`src/rtl/riscv_pkg.sv`:
```
`default_nettype none
// +----------------------------------------------------------------------------+
// | riscv_pkg: RV32I opcode constants, NOP word and encoder result type.       |
// | Revision: 1.0                                                              |
// +----------------------------------------------------------------------------+
package riscv_pkg;

  typedef enum logic [6:0] {
    R_TYPE = 7'b0110011,
    I_TYPE = 7'b0010011,
    I_LOAD = 7'b0000011,
    S_TYPE = 7'b0100011,
    B_TYPE = 7'b1100011,
    AUIPC  = 7'b0010111,
    LUI    = 7'b0110111,
    JAL    = 7'b1101111,
    JALR   = 7'b1100111
  } opcode_e;

  localparam logic [31:0] NOP = 32'h0000_0013;

  typedef struct packed {
    logic [31:0] instr;
    logic        imm_err;
  } enc_result_t;

  // True when bits [31:msb] are all copies of the sign bit, i.e. the value
  // is representable as a (msb+1)-bit two's complement number.
  function automatic logic sext_fits(input logic [31:0] value, input int msb);
    logic ok;
    ok = 1'b1;
    for (int i = 0; i < 32; i++) begin
      if (i >= msb && value[i] != value[31]) ok = 1'b0;
    end
    return ok;
  endfunction

endpackage
`default_nettype wire

```
`src/rtl/riscv_instr_encoder_if.sv`:
```
`default_nettype none
// +----------------------------------------------------------------------------+
// | riscv_instr_encoder_if: input/output handshake bundle of the encoder.      |
// | Revision: 1.0                                                              |
// +----------------------------------------------------------------------------+
interface riscv_instr_encoder_if;

  logic        in_valid;
  logic        in_ready;
  logic [6:0]  opcode;
  logic [4:0]  rd;
  logic [4:0]  rs1;
  logic [4:0]  rs2;
  logic [2:0]  funct3;
  logic [6:0]  funct7;
  logic [31:0] imm;

  logic        out_valid;
  logic        out_ready;
  logic [31:0] instr;
  logic        imm_err;
  logic [9:0]  out_addr;
  logic [7:0]  err_count;

  modport slave (
    input  in_valid, opcode, rd, rs1, rs2, funct3, funct7, imm, out_ready,
    output in_ready, out_valid, instr, imm_err, out_addr, err_count
  );

  modport master (
    output in_valid, opcode, rd, rs1, rs2, funct3, funct7, imm, out_ready,
    input  in_ready, out_valid, instr, imm_err, out_addr, err_count
  );

endinterface
`default_nettype wire

```
`src/rtl/riscv_imm_pack.sv`:
```
`default_nettype none
// +----------------------------------------------------------------------------+
// | riscv_imm_pack: combinational RV32I field packing and immediate checking.  |
// | Range/alignment checks enabled by RISCV_IMM_RANGE_CHECK_EN.                |
// | Revision: 1.0                                                              |
// +----------------------------------------------------------------------------+
module riscv_imm_pack
  import riscv_pkg::*;
(
  input  logic [6:0]  i_opcode,
  input  logic [4:0]  i_rd,
  input  logic [4:0]  i_rs1,
  input  logic [4:0]  i_rs2,
  input  logic [2:0]  i_funct3,
  input  logic [6:0]  i_funct7,
  input  logic [31:0] i_imm,
  output enc_result_t o_result
);

  logic [31:0] w_instr;
  logic        w_range_ok;
  logic        w_supported;
  logic        w_shift;

  assign w_shift = (i_opcode == I_TYPE) && (i_funct3 == 3'b001 || i_funct3 == 3'b101);

  always_comb begin
    w_instr     = NOP;
    w_range_ok  = 1'b1;
    w_supported = 1'b1;
    case (opcode_e'(i_opcode))
      R_TYPE: w_instr = {i_funct7, i_rs2, i_rs1, i_funct3, i_rd, i_opcode};
      I_TYPE, I_LOAD, JALR: begin
        if (w_shift) begin
          w_instr    = {i_funct7, i_imm[4:0], i_rs1, i_funct3, i_rd, i_opcode};
          w_range_ok = (i_imm[31:5] == 27'd0);
        end else begin
          w_instr    = {i_imm[11:0], i_rs1, i_funct3, i_rd, i_opcode};
          w_range_ok = sext_fits(i_imm, 11);
        end
      end
      S_TYPE: begin
        w_instr    = {i_imm[11:5], i_rs2, i_rs1, i_funct3, i_imm[4:0], i_opcode};
        w_range_ok = sext_fits(i_imm, 11);
      end
      B_TYPE: begin
        w_instr    = {i_imm[12], i_imm[10:5], i_rs2, i_rs1, i_funct3,
                      i_imm[4:1], i_imm[11], i_opcode};
        w_range_ok = sext_fits(i_imm, 12) && !i_imm[0];
      end
      LUI, AUIPC: begin
        w_instr    = {i_imm[19:0], i_rd, i_opcode};
        w_range_ok = sext_fits(i_imm, 19);
      end
      JAL: begin
        w_instr    = {i_imm[20], i_imm[10:1], i_imm[11], i_imm[19:12], i_rd, i_opcode};
        w_range_ok = sext_fits(i_imm, 20) && !i_imm[0];
      end
      default: w_supported = 1'b0;
    endcase
  end

  assign o_result.instr = w_instr;

`ifdef RISCV_IMM_RANGE_CHECK_EN
  assign o_result.imm_err = !w_supported || !w_range_ok;
`else
  // Checks are computed but discarded; out-of-range fields truncate silently.
  logic unused_chk;
  assign unused_chk       = w_supported ^ w_range_ok;
  assign o_result.imm_err = 1'b0;
`endif

endmodule
`default_nettype wire

```
`src/rtl/riscv_instr_encoder.sv`:
```
`default_nettype none
// +----------------------------------------------------------------------------+
// | riscv_instr_encoder: registered RV32I encoder with valid/ready handshake,  |
// | output word index and saturating error counter (RISCV_IMM_RANGE_CHECK_EN). |
// | Revision: 1.0                                                              |
// +----------------------------------------------------------------------------+
module riscv_instr_encoder
  import riscv_pkg::*;
(
  input  logic                 clk,
  input  logic                 reset,
  riscv_instr_encoder_if.slave bus
);

  enc_result_t enc;

  logic        out_valid_q, out_valid_d;
  logic [31:0] instr_q,     instr_d;
  logic        imm_err_q,   imm_err_d;
  logic [9:0]  out_addr_q,  out_addr_d;

  logic in_ready;
  logic accept;
  logic out_xfer;

  riscv_imm_pack u_imm_pack (
    .i_opcode (bus.opcode),
    .i_rd     (bus.rd),
    .i_rs1    (bus.rs1),
    .i_rs2    (bus.rs2),
    .i_funct3 (bus.funct3),
    .i_funct7 (bus.funct7),
    .i_imm    (bus.imm),
    .o_result (enc)
  );

  // Single output register: a new word may enter only as the old one leaves.
  assign in_ready = !out_valid_q || bus.out_ready;
  assign accept   = bus.in_valid && in_ready;
  assign out_xfer = out_valid_q && bus.out_ready;

  always_comb begin
    out_valid_d = out_valid_q;
    instr_d     = instr_q;
    imm_err_d   = imm_err_q;
    out_addr_d  = out_addr_q;
    if (accept) begin
      out_valid_d = 1'b1;
      instr_d     = enc.instr;
      imm_err_d   = enc.imm_err;
    end else if (out_xfer) begin
      out_valid_d = 1'b0;
    end
    if (out_xfer) out_addr_d = out_addr_q + 10'd1;
  end

  always_ff @(posedge clk) begin
    if (reset) begin
      out_valid_q <= 1'b0;
      instr_q     <= 32'd0;
      imm_err_q   <= 1'b0;
      out_addr_q  <= 10'd0;
    end else begin
      out_valid_q <= out_valid_d;
      instr_q     <= instr_d;
      imm_err_q   <= imm_err_d;
      out_addr_q  <= out_addr_d;
    end
  end

`ifdef RISCV_IMM_RANGE_CHECK_EN
  logic [7:0] err_count_q, err_count_d;

  always_comb begin
    err_count_d = err_count_q;
    if (out_xfer && imm_err_q && err_count_q != 8'hFF) err_count_d = err_count_q + 8'd1;
  end

  always_ff @(posedge clk) begin
    if (reset) err_count_q <= 8'd0;
    else       err_count_q <= err_count_d;
  end

  assign bus.err_count = err_count_q;
`else
  assign bus.err_count = 8'd0;
`endif

  assign bus.in_ready  = in_ready;
  assign bus.out_valid = out_valid_q;
  assign bus.instr     = instr_q;
  assign bus.imm_err   = imm_err_q;
  assign bus.out_addr  = out_addr_q;

endmodule
`default_nettype wire

```
`src/flat_wrapper.sv`:
```
// flat-port wrapper written by rule: the top's interface ports become plain ports
module riscv_instr_encoder_flat import riscv_pkg::*;
  (clk, reset, bus_in_valid, bus_opcode, bus_rd, bus_rs1, bus_rs2, bus_funct3, bus_funct7, bus_imm, bus_out_ready, bus_in_ready, bus_out_valid, bus_instr, bus_imm_err, bus_out_addr, bus_err_count);
  riscv_instr_encoder_if bus_i ();
  input  logic clk;
  input  logic reset;
  input wire logic [$bits(bus_i.in_valid)-1:0] bus_in_valid;
  input wire logic [$bits(bus_i.opcode)-1:0] bus_opcode;
  input wire logic [$bits(bus_i.rd)-1:0] bus_rd;
  input wire logic [$bits(bus_i.rs1)-1:0] bus_rs1;
  input wire logic [$bits(bus_i.rs2)-1:0] bus_rs2;
  input wire logic [$bits(bus_i.funct3)-1:0] bus_funct3;
  input wire logic [$bits(bus_i.funct7)-1:0] bus_funct7;
  input wire logic [$bits(bus_i.imm)-1:0] bus_imm;
  input wire logic [$bits(bus_i.out_ready)-1:0] bus_out_ready;
  output wire logic [$bits(bus_i.in_ready)-1:0] bus_in_ready;
  output wire logic [$bits(bus_i.out_valid)-1:0] bus_out_valid;
  output wire logic [$bits(bus_i.instr)-1:0] bus_instr;
  output wire logic [$bits(bus_i.imm_err)-1:0] bus_imm_err;
  output wire logic [$bits(bus_i.out_addr)-1:0] bus_out_addr;
  output wire logic [$bits(bus_i.err_count)-1:0] bus_err_count;
  assign bus_i.in_valid = bus_in_valid;
  assign bus_i.opcode = bus_opcode;
  assign bus_i.rd = bus_rd;
  assign bus_i.rs1 = bus_rs1;
  assign bus_i.rs2 = bus_rs2;
  assign bus_i.funct3 = bus_funct3;
  assign bus_i.funct7 = bus_funct7;
  assign bus_i.imm = bus_imm;
  assign bus_i.out_ready = bus_out_ready;
  assign bus_in_ready = bus_i.in_ready;
  assign bus_out_valid = bus_i.out_valid;
  assign bus_instr = bus_i.instr;
  assign bus_imm_err = bus_i.imm_err;
  assign bus_out_addr = bus_i.out_addr;
  assign bus_err_count = bus_i.err_count;
  riscv_instr_encoder u_core (.clk(clk), .reset(reset), .bus(bus_i));
endmodule
```
`config.mk`:
```
export PLATFORM = sky130hd
export DESIGN_NAME = riscv_instr_encoder_flat
export DESIGN_NICKNAME = d
export VERILOG_FILES = /design/src/rtl/riscv_pkg.sv /design/src/rtl/riscv_instr_encoder_if.sv /design/src/rtl/riscv_imm_pack.sv /design/src/rtl/riscv_instr_encoder.sv /design/src/flat_wrapper.sv
export SDC_FILE = /design/constraint.sdc
export NUM_CORES = 1
export LEC_CHECK = 0
export CAP_MARGIN = 20
export CORE_MARGIN = 4
export CORE_UTILIZATION = 34
export CTS_BUF_LIST = sky130_fd_sc_hd__clkbuf_16
export DETAILED_ROUTE_END_ITERATION = 16
export MAX_ROUTING_LAYER = met4
export PLACE_DENSITY_LB_ADDON = 0.08
export SLEW_MARGIN = 20
export SYNTH_ARGS = -nofsm -noshare
export SYNTH_HDL_FRONTEND = slang
export SYNTH_SLANG_ARGS = --single-unit
```
`constraint.sdc`:
```
create_clock -name clk -period 1.6 [get_ports clk]
set_input_delay 0.24 -clock clk [delete_from_list [all_inputs] [get_ports clk]]
set_output_delay 0.24 -clock clk [all_outputs]
set_load 0.005 [all_outputs]
```
### Word level (Yosys, flattened, before mapping)

Cells that the tools add are included.

* $add $sub $neg: 1
* equality and inequality tests: 11
* muxes and demuxes: 4
* reductions and logical operators: 9

Operators by type and width (count)
* 32-bit case mux with 6 select lines: 1
* 32-bit 2-to-1 mux: 1
* 7-bit by 6-bit equality test with 1-bit output, second input constant: 3
* 7-bit equality test, second input constant: 3
* 7-bit by 5-bit equality test with 1-bit output, second input constant: 2
* 10-bit by 1-bit adder with 10-bit output, second input constant: 1
* 7-bit by 2-bit equality test with 1-bit output, second input constant: 1
* 3-bit by 1-bit equality test with 1-bit output, second input constant: 1
* 3-bit equality test, second input constant: 1
* 1-bit logical AND: 3
* 3-bit OR reduction: 1
* 1-bit logical OR: 2
* 1-bit 2-to-1 mux: 2
* 2-bit nonzero test: 1
* 2-bit OR reduction: 1
* 1-bit zero test: 1

* flip-flop bits (word level): 43
* input port bits: 68
* output and inout port bits: 53
* logic and storage cells: 28

### Logic depth before layout (Yosys ltp)

Gate-level depths: netlist of the first run.

* word-level depth: 5
* gate-level depth with buffers: 8
* depth with buffers taken out: 6

### Cells and area by module

A second synthesis of the first run with hierarchy kept.

* cells, all modules: 318
* area total of the unflattened synthesis: 2544.9 sq um

Modules (own cells, without submodules)
* riscv_instr_encoder: times used 1, cells each 215, area each 1786.7 sq um
* riscv_imm_pack: times used 1, cells each 103, area each 758.2 sq um

### Worst setup path before layout of the first run

OpenSTA, ideal clock, no wires.

* path type: input to register
* start: input bus_opcode[6]
* end: register u_core.instr_q[20], in the netlist u_core.bus.instr[20]
* library setup time: 0.075 ns
* data arrival time: 1.634 ns
* setup slack: -0.109 ns
* stages on the path: 8
* path buffers: 3
* path through: buf_6 or2_1 a211oi_2 nor2_1 or3_1 buf_2 buf_6 a22oi_2

* word-level cells in the longest chain between the ends: 3
* elaborated cells on any way between the ends: 12
* classes of those cells: 9 x eq/ne; 1 x mux; 2 x reduce/logical

RTL lines
* start: declaration: RTL line flat_wrapper.sv:8 `input wire logic [$bits(bus_i.opcode)-1:0] bus_opcode;`
* 7-bit by 5-bit equality test with 1-bit output (tied with other cells)
* 3-bit OR reduction or 2-bit OR reduction (tied branches)
* 32-bit case mux with 6 select lines *: RTL line riscv_imm_pack.sv:31 `case (opcode_e'(i_opcode))`
* end signal: assignment: RTL line riscv_instr_encoder.sv:65 `instr_q <= instr_d;`
* end: declaration: RTL line riscv_instr_encoder.sv:18 `logic [31:0] instr_q, instr_d;`

Mark *: on every way between the ends. The rest lies on a longest branch, timed or not.
A chain may end at the register's enable or synchronous reset.

### Final worst setup path of the first run

* start: input bus_opcode[3]
* end: register u_core.instr_q[24], in the netlist u_core.bus.instr[24]

The elaborated chain is that of the path after synthesis.

==> flow_summary.json, run 1 <==
{
  "htreeDepth": 2,
  "die_area_sq_mm": 0.00755,
  "grt_pass1_wl_mm": 11.8,
  "drc_errors": 0,
  "wl_met1_mm": 3.46,
  "vias_per_cell": 5.12,
  "hpwl_mm": 5.94,
  "yosysSeqAreaShare_pct": 40.7,
  "crit_type": "in -> reg",
  "skew_ps": 2.57,
  "rsz0062_at_grt": "no",
  "grt.overflow.total": 0,
  "ys.flop_type": "dfxtp_1",
  "start_util_pct": 35.3,
  "ys_warn_count": 0,
  "critPathMaxFanout": 5,
  "power_density_mw_per_mm2": 693,
  "leakagePower_nw": 1.42,
  "max_freq_mhz": 647,
  "drv_slew": 0,
  "min_period_over_period_pct": 96.7,
  "seq_area_sq_um": 861,
  "clkLatencyLatePin_ps": 280,
  "antenna_found_initial": 0,
  "grt_max_degree": 22,
  "crit_path_start_kind": "input port",
  "wl_met3_um": 577,
  "numClockSinks": 43,
  "antenna_cells": 0,
  "fillers": 553,
  "grt_pass1_vias": 2346,
  "final_net_count": 462,
  "final_common_cell": "clkdlybuf4s50_1",
  "multi_input_area_sq_mm": 0.00123,
  "finalCriticalPeriod_ps": 1550,
  "synth_area_sq_mm": 0.00212,
  "critPathBufInv": 2,
  "finalSetupViolCount": 0,
  "cts_tree": "built",
  "wl_met2_mm": 3.56,
  "ant_nets": 0,
  "peakVddDrop_mv": 0.402,
  "p_total_w": 0.00258,
  "fp.dieH_um": 86.9,
  "top_layer": "met4",
  "cts_root_buffer": "clkbuf_16",
  "pre_cts_ws_ps": -540,
  "setup_ws_ps": 53.5,
  "path_delay_family": "simple AND/OR/NAND/NOR gates",
  "cp_slowest_cell": "or3_4",
  "worstPathCellList": "dlygate4sd2_1 -> nor2b_4 -> a211oi_4 -> nor2_2 -> or3_4 -> buf_8 -> o21ai_1",
  "status": "finished clean",
  "synth-async-reset-ratio_pct": 0,
  "synth-seq-cells": 43,
  "clk_pin_slew_ps": 60,
  "vias": 2399,
  "drtIter0Drc": 118,
  "postLayoutCoreUtil_pct": 62.1,
  "synth_cell_types": 41,
  "area_growth_pct": 75.9,
  "hold_path_class": "reg -> reg",
  "grt_use_total_pct": 20.7,
  "coreArea_sq_mm": 0.00599,
  "fin_area_sq_mm": 0.00372,
  "arrival_ps": 1750,
  "layout_common_cells": "clkdlybuf4s50_1 (92), dfxtp_1 (43), buf_4 (41), nor2_1 (34), nand2_1 (31)",
  "fin_setup_tns_ps": 0,
  "row_count": 28,
  "ios": 121,
  "cpPeakStageDelay_ps": 440,
  "synth-edff-count": 0,
  "cp.required_ps": 1810,
  "synth_top_area_share_pct": 40.7,
  "cts_buffers": 5,
  "yosys-top-cells-area": "dfxtp_1 (41%), nor2_1 (6.4%), nand2_1 (5.7%)",
  "io_buffers": 100,
  "syn_inst": 255,
  "drt-total-wl_mm": 7.64,
  "fp.dieW_um": 86.9,
  "dr.pass1.iters": 5,
  "clk_path_buf_depth": 2,
  "drv_cap": 0,
  "drive_gt1_share_pct": 19.8,
  "finalHoldViolCount": 0,
  "synth_top_cell_by_area": "dfxtp_1",
  "cp-end-kind": "flip-flop",
  "gp_congestion": 0.805,
  "wl_per_cell_um": 16.3,
  "placed_cell_area_sq_mm": 0.00347,
  "avgSynthCellArea_sq_um": 8.30
}
sequential cells by signal, summed over array words and instances (netlist names):
signal                flops
u_core.bus.out_addr      10
u_core.bus.out_valid      1
u_core.bus.instr         32
final cells by class:
cell class	count	area share (%)
Timing Repair Buffer	147	37.1
Multi-Input combinational cell	192	33.0
Sequential cell	43	23.1
Clock buffer	5	3.36
Tap cell	75	2.52
Clock inverter	3	0.437
Inverter	4	0.403
metal layers:
metal / GRT usage [%] / vias up
li1: - / 1186
met1: 26.9 / 1114
met2: 32.9 / 95
met3: 5.01 / 4
met4: 4.39 / 0
met5: - / -
stage by stage:
step | hold WS (ps) | std cells
6_report | 448 | 469
5_1_grt | 472 | 469
4_1_cts | 456 | 468
2_1_floorplan | 369 | 263
3_3_place_gp | 439 | 459
3_5_place_dp | 448 | 459
worst reg2reg max path: cells and delay by family (launching register included):
kind                   cells  cell delay, ps
buffers and inverters      1             220
AOI/OAI and AO/OA          1              80
and+or+nand+nor            4             610
DFF                        1             370
timing repair:
action	in CTS	in global routing
cloned	0	1
hold buffers	0	0
resized for setup	16	20
setup buffers	1	0
endpoints found under the setup margin	29	25
pin swaps	2	8
cells in the mapped netlist, drive strengths merged (2+ instances only):
library cell	instances
buf	15
a222oi	5
dfxtp	43
o21ai	18
a32oi	2
a211oi	11
nand3	6
xor2	8
a21oi	12
nor2	36
inv	4
clkbuf	9
a22o	9
a221oi	11
nor3	8
nand2	32
nor2b	3
nand2b	2
o32ai	2
and3	3
worst paths after layout:
| check | startpoint | end | slack [ps] | cells past startpoint |
|---|---|---|---|---|
| setup / recovery | bus_opcode[3] | u_core.bus.instr[24] | 50 | 7 |
| hold reg to reg | u_core.bus.instr[5] | u_core.bus.instr[5] | 450 | 2 |
| hold / removal | u_core.bus.instr[5] | u_core.bus.instr[5] | 450 | 2 |
| setup reg to reg | u_core.bus.out_valid | u_core.bus.instr[24] | 240 | 6 |
where the power goes:
group          switching (W)  total (W)  leakage, nW  internal (W)
Clock               0.000420   0.000990       0.0710      0.000570
Combinational       0.000197   0.000477         1.00      0.000280
Sequential         0.0000163    0.00111        0.349       0.00109
cells by family (layout without fill, tap and decap cells):
| family | after synthesis | in the layout | share of synthesized area (%) |
|---|---|---|---|
| AND/OR/NAND/NOR | 97 | 97 | 20.6 |
| AO/OA/AOI/OAI | 75 | 75 | 26.3 |
| flip-flops | 43 | 43 | 40.7 |
| buffers and inverters | 28 | 159 | 7.39 |
| XOR/XNOR | 9 | 9 | 3.73 |
| adder cells (fa/ha/maj) | 1 | 1 | 0.591 |
| other | 1 | 9 | 0.177 |
| multiplexers | 1 | 1 | 0.532 |
(Power assumes the default switching activity.)
==> run 2: changes to the inputs <==
Settings changed: CAP_MARGIN 20 to not set, SLEW_MARGIN 20 to 15.
==> results of run 2 <==
The final DEF is identical to that of run 1; final timing and power are the same.
